File: src/rtl/mult_div_unit_pkg.sv
// Shared processor definitions for the multiply/divide unit: op codes, FSM
// state encodings and the operand magnitude helper.
package mult_div_unit_pkg;

  localparam int MDU_WIDTH = 32;
  localparam int MDU_CNT_W = 5;

  typedef enum logic [1:0] {
    MDU_MULT  = 2'b00,
    MDU_MULTU = 2'b01,
    MDU_DIV   = 2'b10,
    MDU_DIVU  = 2'b11
  } mdu_op_e;

  typedef enum logic [1:0] {
    MDU_IDLE   = 2'b00,
    MDU_RUN    = 2'b01,
    MDU_FINISH = 2'b10
  } mdu_state_e;

  // Absolute value for signed ops; 32'h80000000 maps to itself, which is the
  // correct unsigned magnitude.
  function automatic logic [MDU_WIDTH-1:0] mdu_mag(input logic [MDU_WIDTH-1:0] v,
                                                   input logic is_signed);
    return (is_signed && v[MDU_WIDTH-1]) ? -v : v;
  endfunction

endpackage

File: src/rtl/mult_div_unit.sv
// Iterative HI/LO multiply/divide unit: 32 shift-add or restoring-divide
// steps on operand magnitudes, then one sign-fix cycle that writes HI/LO.
module mult_div_unit
  import mult_div_unit_pkg::*;
#(
  parameter int WIDTH = MDU_WIDTH
) (
  input  logic             clock,
  input  logic             clear_n,
  input  logic             start,
  input  logic [1:0]       op,
  input  logic [WIDTH-1:0] operand_a,
  input  logic [WIDTH-1:0] operand_b,
  input  logic             mthi,
  input  logic             mtlo,
  input  logic [WIDTH-1:0] write_data,
  output logic             busy,
  output logic             done,
  output logic [WIDTH-1:0] hi,
  output logic [WIDTH-1:0] lo,
  output logic [1:0]       o_dbg_state
);

  mdu_state_e             r_state;
  logic [MDU_CNT_W-1:0]   r_count;
  logic                   r_fix;
  logic [1:0]             r_op;
  logic                   r_sign_a;
  logic                   r_sign_b;
  logic [2*WIDTH-1:0]     r_acc;
  logic [WIDTH-1:0]       r_opnd;
  logic [WIDTH-1:0]       r_hi;
  logic [WIDTH-1:0]       r_lo;
  logic                   r_busy;
  logic                   r_done;

  logic                   w_signed_in;
  logic [WIDTH-1:0]       w_mag_a;
  logic [WIDTH-1:0]       w_mag_b;
  logic [WIDTH:0]         w_sum;
  logic [2*WIDTH-1:0]     w_mul_next;
  logic [WIDTH:0]         w_rem_sh;
  logic                   w_ge;
  logic [WIDTH-1:0]       w_diff;
  logic [2*WIDTH-1:0]     w_div_next;
  logic [2*WIDTH-1:0]     w_acc_next;
  logic                   w_signed;
  logic                   w_neg_q;
  logic                   w_neg_r;
  logic [2*WIDTH-1:0]     w_prod;
  logic [WIDTH-1:0]       w_quot;
  logic [WIDTH-1:0]       w_rem;
  logic [WIDTH-1:0]       w_hi_res;
  logic [WIDTH-1:0]       w_lo_res;

  assign w_signed_in = ~op[0];
  assign w_mag_a     = mdu_mag(operand_a, w_signed_in);
  assign w_mag_b     = mdu_mag(operand_b, w_signed_in);

  // Multiply: acc = {partial product, remaining multiplier bits}, shifted right.
  assign w_sum      = {1'b0, r_acc[2*WIDTH-1:WIDTH]} + (r_acc[0] ? {1'b0, r_opnd} : '0);
  assign w_mul_next = {w_sum, r_acc[WIDTH-1:1]};

  // Divide: acc = {partial remainder, dividend bits shifting out / quotient in}.
  assign w_rem_sh   = r_acc[2*WIDTH-1:WIDTH-1];
  assign w_ge       = (w_rem_sh >= {1'b0, r_opnd});
  assign w_diff     = w_rem_sh[WIDTH-1:0] - r_opnd;
  assign w_div_next = {(w_ge ? w_diff : w_rem_sh[WIDTH-1:0]), r_acc[WIDTH-2:0], w_ge};

  assign w_acc_next = r_op[1] ? w_div_next : w_mul_next;

  // A zero divisor keeps the all-ones quotient unsigned so both DIV and DIVU
  // return lo = all ones and hi = dividend.
  assign w_signed = ~r_op[0];
  assign w_neg_q  = w_signed & (r_sign_a ^ r_sign_b) & (~r_op[1] | (r_opnd != '0));
  assign w_neg_r  = w_signed & r_sign_a & r_op[1];
  assign w_prod   = w_neg_q ? -r_acc : r_acc;
  assign w_quot   = w_neg_q ? -r_acc[WIDTH-1:0] : r_acc[WIDTH-1:0];
  assign w_rem    = w_neg_r ? -r_acc[2*WIDTH-1:WIDTH] : r_acc[2*WIDTH-1:WIDTH];
  assign w_hi_res = r_op[1] ? w_rem  : w_prod[2*WIDTH-1:WIDTH];
  assign w_lo_res = r_op[1] ? w_quot : w_prod[WIDTH-1:0];

  always_ff @(posedge clock or negedge clear_n) begin
    if (!clear_n) begin
      r_state  <= MDU_IDLE;
      r_count  <= '0;
      r_fix    <= 1'b0;
      r_op     <= '0;
      r_sign_a <= 1'b0;
      r_sign_b <= 1'b0;
      r_acc    <= '0;
      r_opnd   <= '0;
      r_hi     <= '0;
      r_lo     <= '0;
      r_busy   <= 1'b0;
      r_done   <= 1'b0;
    end else begin
      case (r_state)
        MDU_IDLE: begin
          r_done <= 1'b0;
          if (start) begin
            r_state  <= MDU_RUN;
            r_busy   <= 1'b1;
            r_count  <= MDU_CNT_W'(WIDTH-1);
            r_fix    <= 1'b0;
            r_op     <= op;
            r_sign_a <= operand_a[WIDTH-1];
            r_sign_b <= operand_b[WIDTH-1];
            if (op[1]) begin
              r_acc  <= {{WIDTH{1'b0}}, w_mag_a};
              r_opnd <= w_mag_b;
            end else begin
              r_acc  <= {{WIDTH{1'b0}}, w_mag_b};
              r_opnd <= w_mag_a;
            end
          end else begin
            if (mthi) r_hi <= write_data;
            if (mtlo) r_lo <= write_data;
          end
        end
        MDU_RUN: begin
          // 32 iteration cycles, then one cycle that sign-corrects into HI/LO.
          if (!r_fix) begin
            r_acc <= w_acc_next;
            if (r_count == '0) r_fix <= 1'b1;
            else               r_count <= r_count - MDU_CNT_W'(1);
          end else begin
            r_fix   <= 1'b0;
            r_hi    <= w_hi_res;
            r_lo    <= w_lo_res;
            r_done  <= 1'b1;
            r_state <= MDU_FINISH;
          end
        end
        MDU_FINISH: begin
          r_done  <= 1'b0;
          r_busy  <= 1'b0;
          r_state <= MDU_IDLE;
        end
        default: begin
          r_done  <= 1'b0;
          r_busy  <= 1'b0;
          r_fix   <= 1'b0;
          r_state <= MDU_IDLE;
        end
      endcase
    end
  end

  assign busy        = r_busy;
  assign done        = r_done;
  assign hi          = r_hi;
  assign lo          = r_lo;
  assign o_dbg_state = r_state;

endmodule

File: config.mk
export PLATFORM = sky130hd
export DESIGN_NAME = mult_div_unit
export DESIGN_NICKNAME = d
export VERILOG_FILES = /design/src/rtl/mult_div_unit_pkg.sv /design/src/rtl/mult_div_unit.sv
export SDC_FILE = /design/constraint.sdc
export NUM_CORES = 1
export LEC_CHECK = 0
export CORE_AREA = 8 8 301 186
export DETAILED_ROUTE_END_ITERATION = 8
export DIE_AREA = 0 0 309 194
export SYNTH_ARGS = -nofsm -noshare
export SYNTH_HDL_FRONTEND = slang
export SYNTH_SLANG_ARGS = --single-unit
File: constraint.sdc
create_clock -name clock -period 4.2 [get_ports clock]
set_input_delay 0.63 -clock clock [delete_from_list [all_inputs] [get_ports clock]]
set_output_delay 0.63 -clock clock [all_outputs]
set_load 0.005 [all_outputs]
==> flow_summary.ini <==
[clocking]
cts_max_path_buffers = 2
clock_tree.htree_level_count = 4
cts.repair_timing.setup_buffer_count = 0
sink_count = 174
cts_tree = built
cts_buffers = 17
cts_repair_resize_count = 0
holdBufCountCts = 0
clock_insertion_delay_worst_skew_ps = 460
cts.clk_slew.worst_paths_ps = 90
cts.root.buffer_cell = sky130_fd_sc_hd__clkbuf_16

[place]
dpl_cell_area_sq_mm = 0.0181
place_ws_ps = 207
routabilityCongestion = 1.01
numPortBuffers = 170
hpwl_mm = 53.4

[synthesis]
yosysTopAreaCellShare = 0.285
yosys.area.top_type = sky130_fd_sc_hd__dfrtp_1
synth_flop_cell = sky130_fd_sc_hd__dfrtp_1
syn-instance-count = 1990
postSynthRegisterBits = 174
synth-edff-count = 0
ys_types = 80
synth-warning-count = 0
syn-cell-area_sq_mm = 0.0153
post_synth_main_area_contributors = sky130_fd_sc_hd__dfrtp_1, sky130_fd_sc_hd__a21oi_1, sky130_fd_sc_hd__nor2_1
synth_sequential_area_ratio = 0.285
synthesis.area_per_instance_sq_um = 7.67
synth_fp_nets = 2165
asyncSetResetFlopFracSynth = 1.00

[critical_path]
arrival_ps = 4220
startpoint_of_the_lowest_slack_register_to_register_path = r_acc[0]
setup.worst_path.end_class = flop
max_incr_delay_on_cp_ps = 400
critPathLaunch = r_acc[0]
worst_path_max_delay_cell = sky130_fd_sc_hd__ha_1
crit_required_ps = 4590
classification_of_the_worst_setup_path = flop to flop
path_depth = 15
crit_end = r_acc[60]
crit-reg2reg-capture = r_acc[60]
critical_path.max_fanout = 18
crit_family = compound AO/OA/AOI/OAI gates
critical_path.most_common_cell = sky130_fd_sc_hd__buf_4
r2r_slack_ps = 370
cp_cell_instances = buf_4 > inv_1 > buf_4 > buf_4 > nor2_1 > ha_1 > o2111ai_1 > o21ai_0 > nand4_1 > a31oi_1 > a221oi_1 > buf_4 > o21bai_1 > mux2_2 > o21ai_0
worstPathBufferInverterCount = 5
worstSetupStartpointType = flop
r2r.worst_path.cells = 15

[power]
total_leakage_power_nw = 7.78
power_density_relative_to_cell_area_mw_per_mm2 = 999
finalPower_mw = 18.7
worst_ir_drop_vdd_mv = 0.382

[global_route]
antenna_found_initial = 5
gr_overflow_total = 0
grt_util_all_layers = 0.213
grt_pass1_wl_mm = 98.6
grt_pass1_vias = 15100
grt_max_degree = 94

[timing]
period_minus_slack_ps = 3830
timing.max_slew.rel_slack = 0.311
pnr_worst_setup_slack_ps = 372
tns_ps = 0
final.period_utilization = 0.911
finalHoldViolCount = 0
report.final.slew_viol_count = 0
achievable-frequency_mhz = 261
max_slew.worst_pin.slew_ps = 1020
final_setup_violation_count = 0
fin_skew_ps = 15.0
unrepaired_setup_endpoints_after_global_routing = no
holdWs_ps = 221

[routing]
routed_via_density = 5.71
avgRoutedWirePerCell_microns = 23.2
postRouteWirelength_mm = 66.4
number_of_violations_reported_at_the_end_of_detailed_routing_iteration_0 = 1921
vias = 16300
ant_nets = 0
drc_errors = 0
drt_pre_antenna_iters = 5

[cells_and_area]
final_nets = 2323
finalInstanceArea_sq_mm = 0.0187
most_common_cell_after_layout_fill_and_taps_aside = sky130_fd_sc_hd__nor2_1
post_route_cells_drive_above_1_share = 0.0777
num_antenna_cells = 0
area_growth_syn_to_layout_pct = 22.4
commonest_cells_after_routing_fill_and_taps_aside = sky130_fd_sc_hd__nor2_1, sky130_fd_sc_hd__nand2_1, sky130_fd_sc_hd__a21oi_1, sky130_fd_sc_hd__o21ai_0, sky130_fd_sc_hd__dfrtp_1

[floorplanning]
die_height_microns = 194
initial_utilization = 0.295
fp.coreArea_sq_mm = 0.0517
ioPinCount = 171
die_width_microns = 309
core.rowCount = 65
dieArea_sq_mm = 0.0599

[run]
maxCapViolations = 0

[hold_path]
worst_hold_path_type = input pin to asynchronous set/reset pin

[run_status]
outcome = completed
per-layer routing:
metal	part of all wire	global-route usage
met1	0.50	0.342
met2	0.37	0.267
met3	0.12	0.0721
met4	0.011	0.0332
met5	0.00066	0
cells in the mapped netlist (19+ instances only):
| cell type | count |
|---|---|
| sky130_fd_sc_hd__nand2_1 | 210 |
| sky130_fd_sc_hd__nand4_1 | 19 |
| sky130_fd_sc_hd__o21ai_0 | 180 |
| sky130_fd_sc_hd__a21oi_1 | 196 |
| sky130_fd_sc_hd__a21o_1 | 35 |
| sky130_fd_sc_hd__xnor2_1 | 99 |
| sky130_fd_sc_hd__mux2_2 | 19 |
| sky130_fd_sc_hd__nor3_1 | 40 |
| sky130_fd_sc_hd__dfrtp_1 | 174 |
| sky130_fd_sc_hd__or3_1 | 21 |
| sky130_fd_sc_hd__and3_1 | 20 |
| sky130_fd_sc_hd__o31ai_1 | 42 |
| sky130_fd_sc_hd__xor2_1 | 74 |
| sky130_fd_sc_hd__ha_1 | 70 |
| sky130_fd_sc_hd__inv_1 | 64 |
| sky130_fd_sc_hd__a31oi_1 | 29 |
| sky130_fd_sc_hd__nand2b_1 | 21 |
| sky130_fd_sc_hd__mux2i_1 | 50 |
| sky130_fd_sc_hd__o211ai_1 | 20 |
| sky130_fd_sc_hd__clkbuf_1 | 99 |
| sky130_fd_sc_hd__nand3_1 | 23 |
| sky130_fd_sc_hd__nor2_1 | 250 |
sequential cells by signal, indices dropped and copies added, names as in the netlist, 2 cells and up:
register and flops:
hi 32, o_dbg_state 2, r_opnd 32, r_count 5, lo 32, r_op 2
r_acc 64
logic make-up after synthesis:
family / after synthesis / share of synthesized area
multiplexers: 69 / 0.0468
AO/OA/AOI/OAI: 631 / 0.253
adder cells (fa/ha/maj): 72 / 0.0600
flip-flops: 174 / 0.285
buffers and inverters: 185 / 0.0466
XOR/XNOR: 173 / 0.0993
AND/OR/NAND/NOR: 686 / 0.209
stage by stage:
stage | cells | utilization
after floorplan | 1990 | -
after global routing | 2864 | 0.361
after CTS | 2864 | 0.361
after global placement | 2832 | 0.350
final | 2864 | 0.361
after detailed placement | 2832 | 0.350
how the worst min path moves through the flow:
stage             from     end  slack [ps]  depth (start not counted)
6_report       clear_n  hi[17]         220                          1
3_3_place_gp    lo[17]  lo[17]         460                          2
3_5_place_dp    lo[17]  lo[17]         470                          2
5_1_grt        clear_n  hi[28]         310                          1
2_1_floorplan  clear_n    busy         330                          0
4_1_cts        clear_n  hi[17]         290                          1
where the power goes:
part / total (mW) / switching, mW / internal, mW
logic: 13.5 / 8.30 / 5.22
registers: 3.50 / 0.981 / 2.52
clock network: 1.63 / 0.839 / 0.793
total: 18.7 / 10.1 / 8.54
final cells by class:
class / instances / area, sq um
Fill cell: 5502 / 33000
Multi-Input combinational cell: 1631 / 10200
Sequential cell: 174 / 4360
Timing Repair Buffer: 258 / 2380
Tap cell: 703 / 880
Clock buffer: 18 / 429
Inverter: 66 / 248
Clock inverter: 14 / 145
Power figures use the tool's default switching activity.
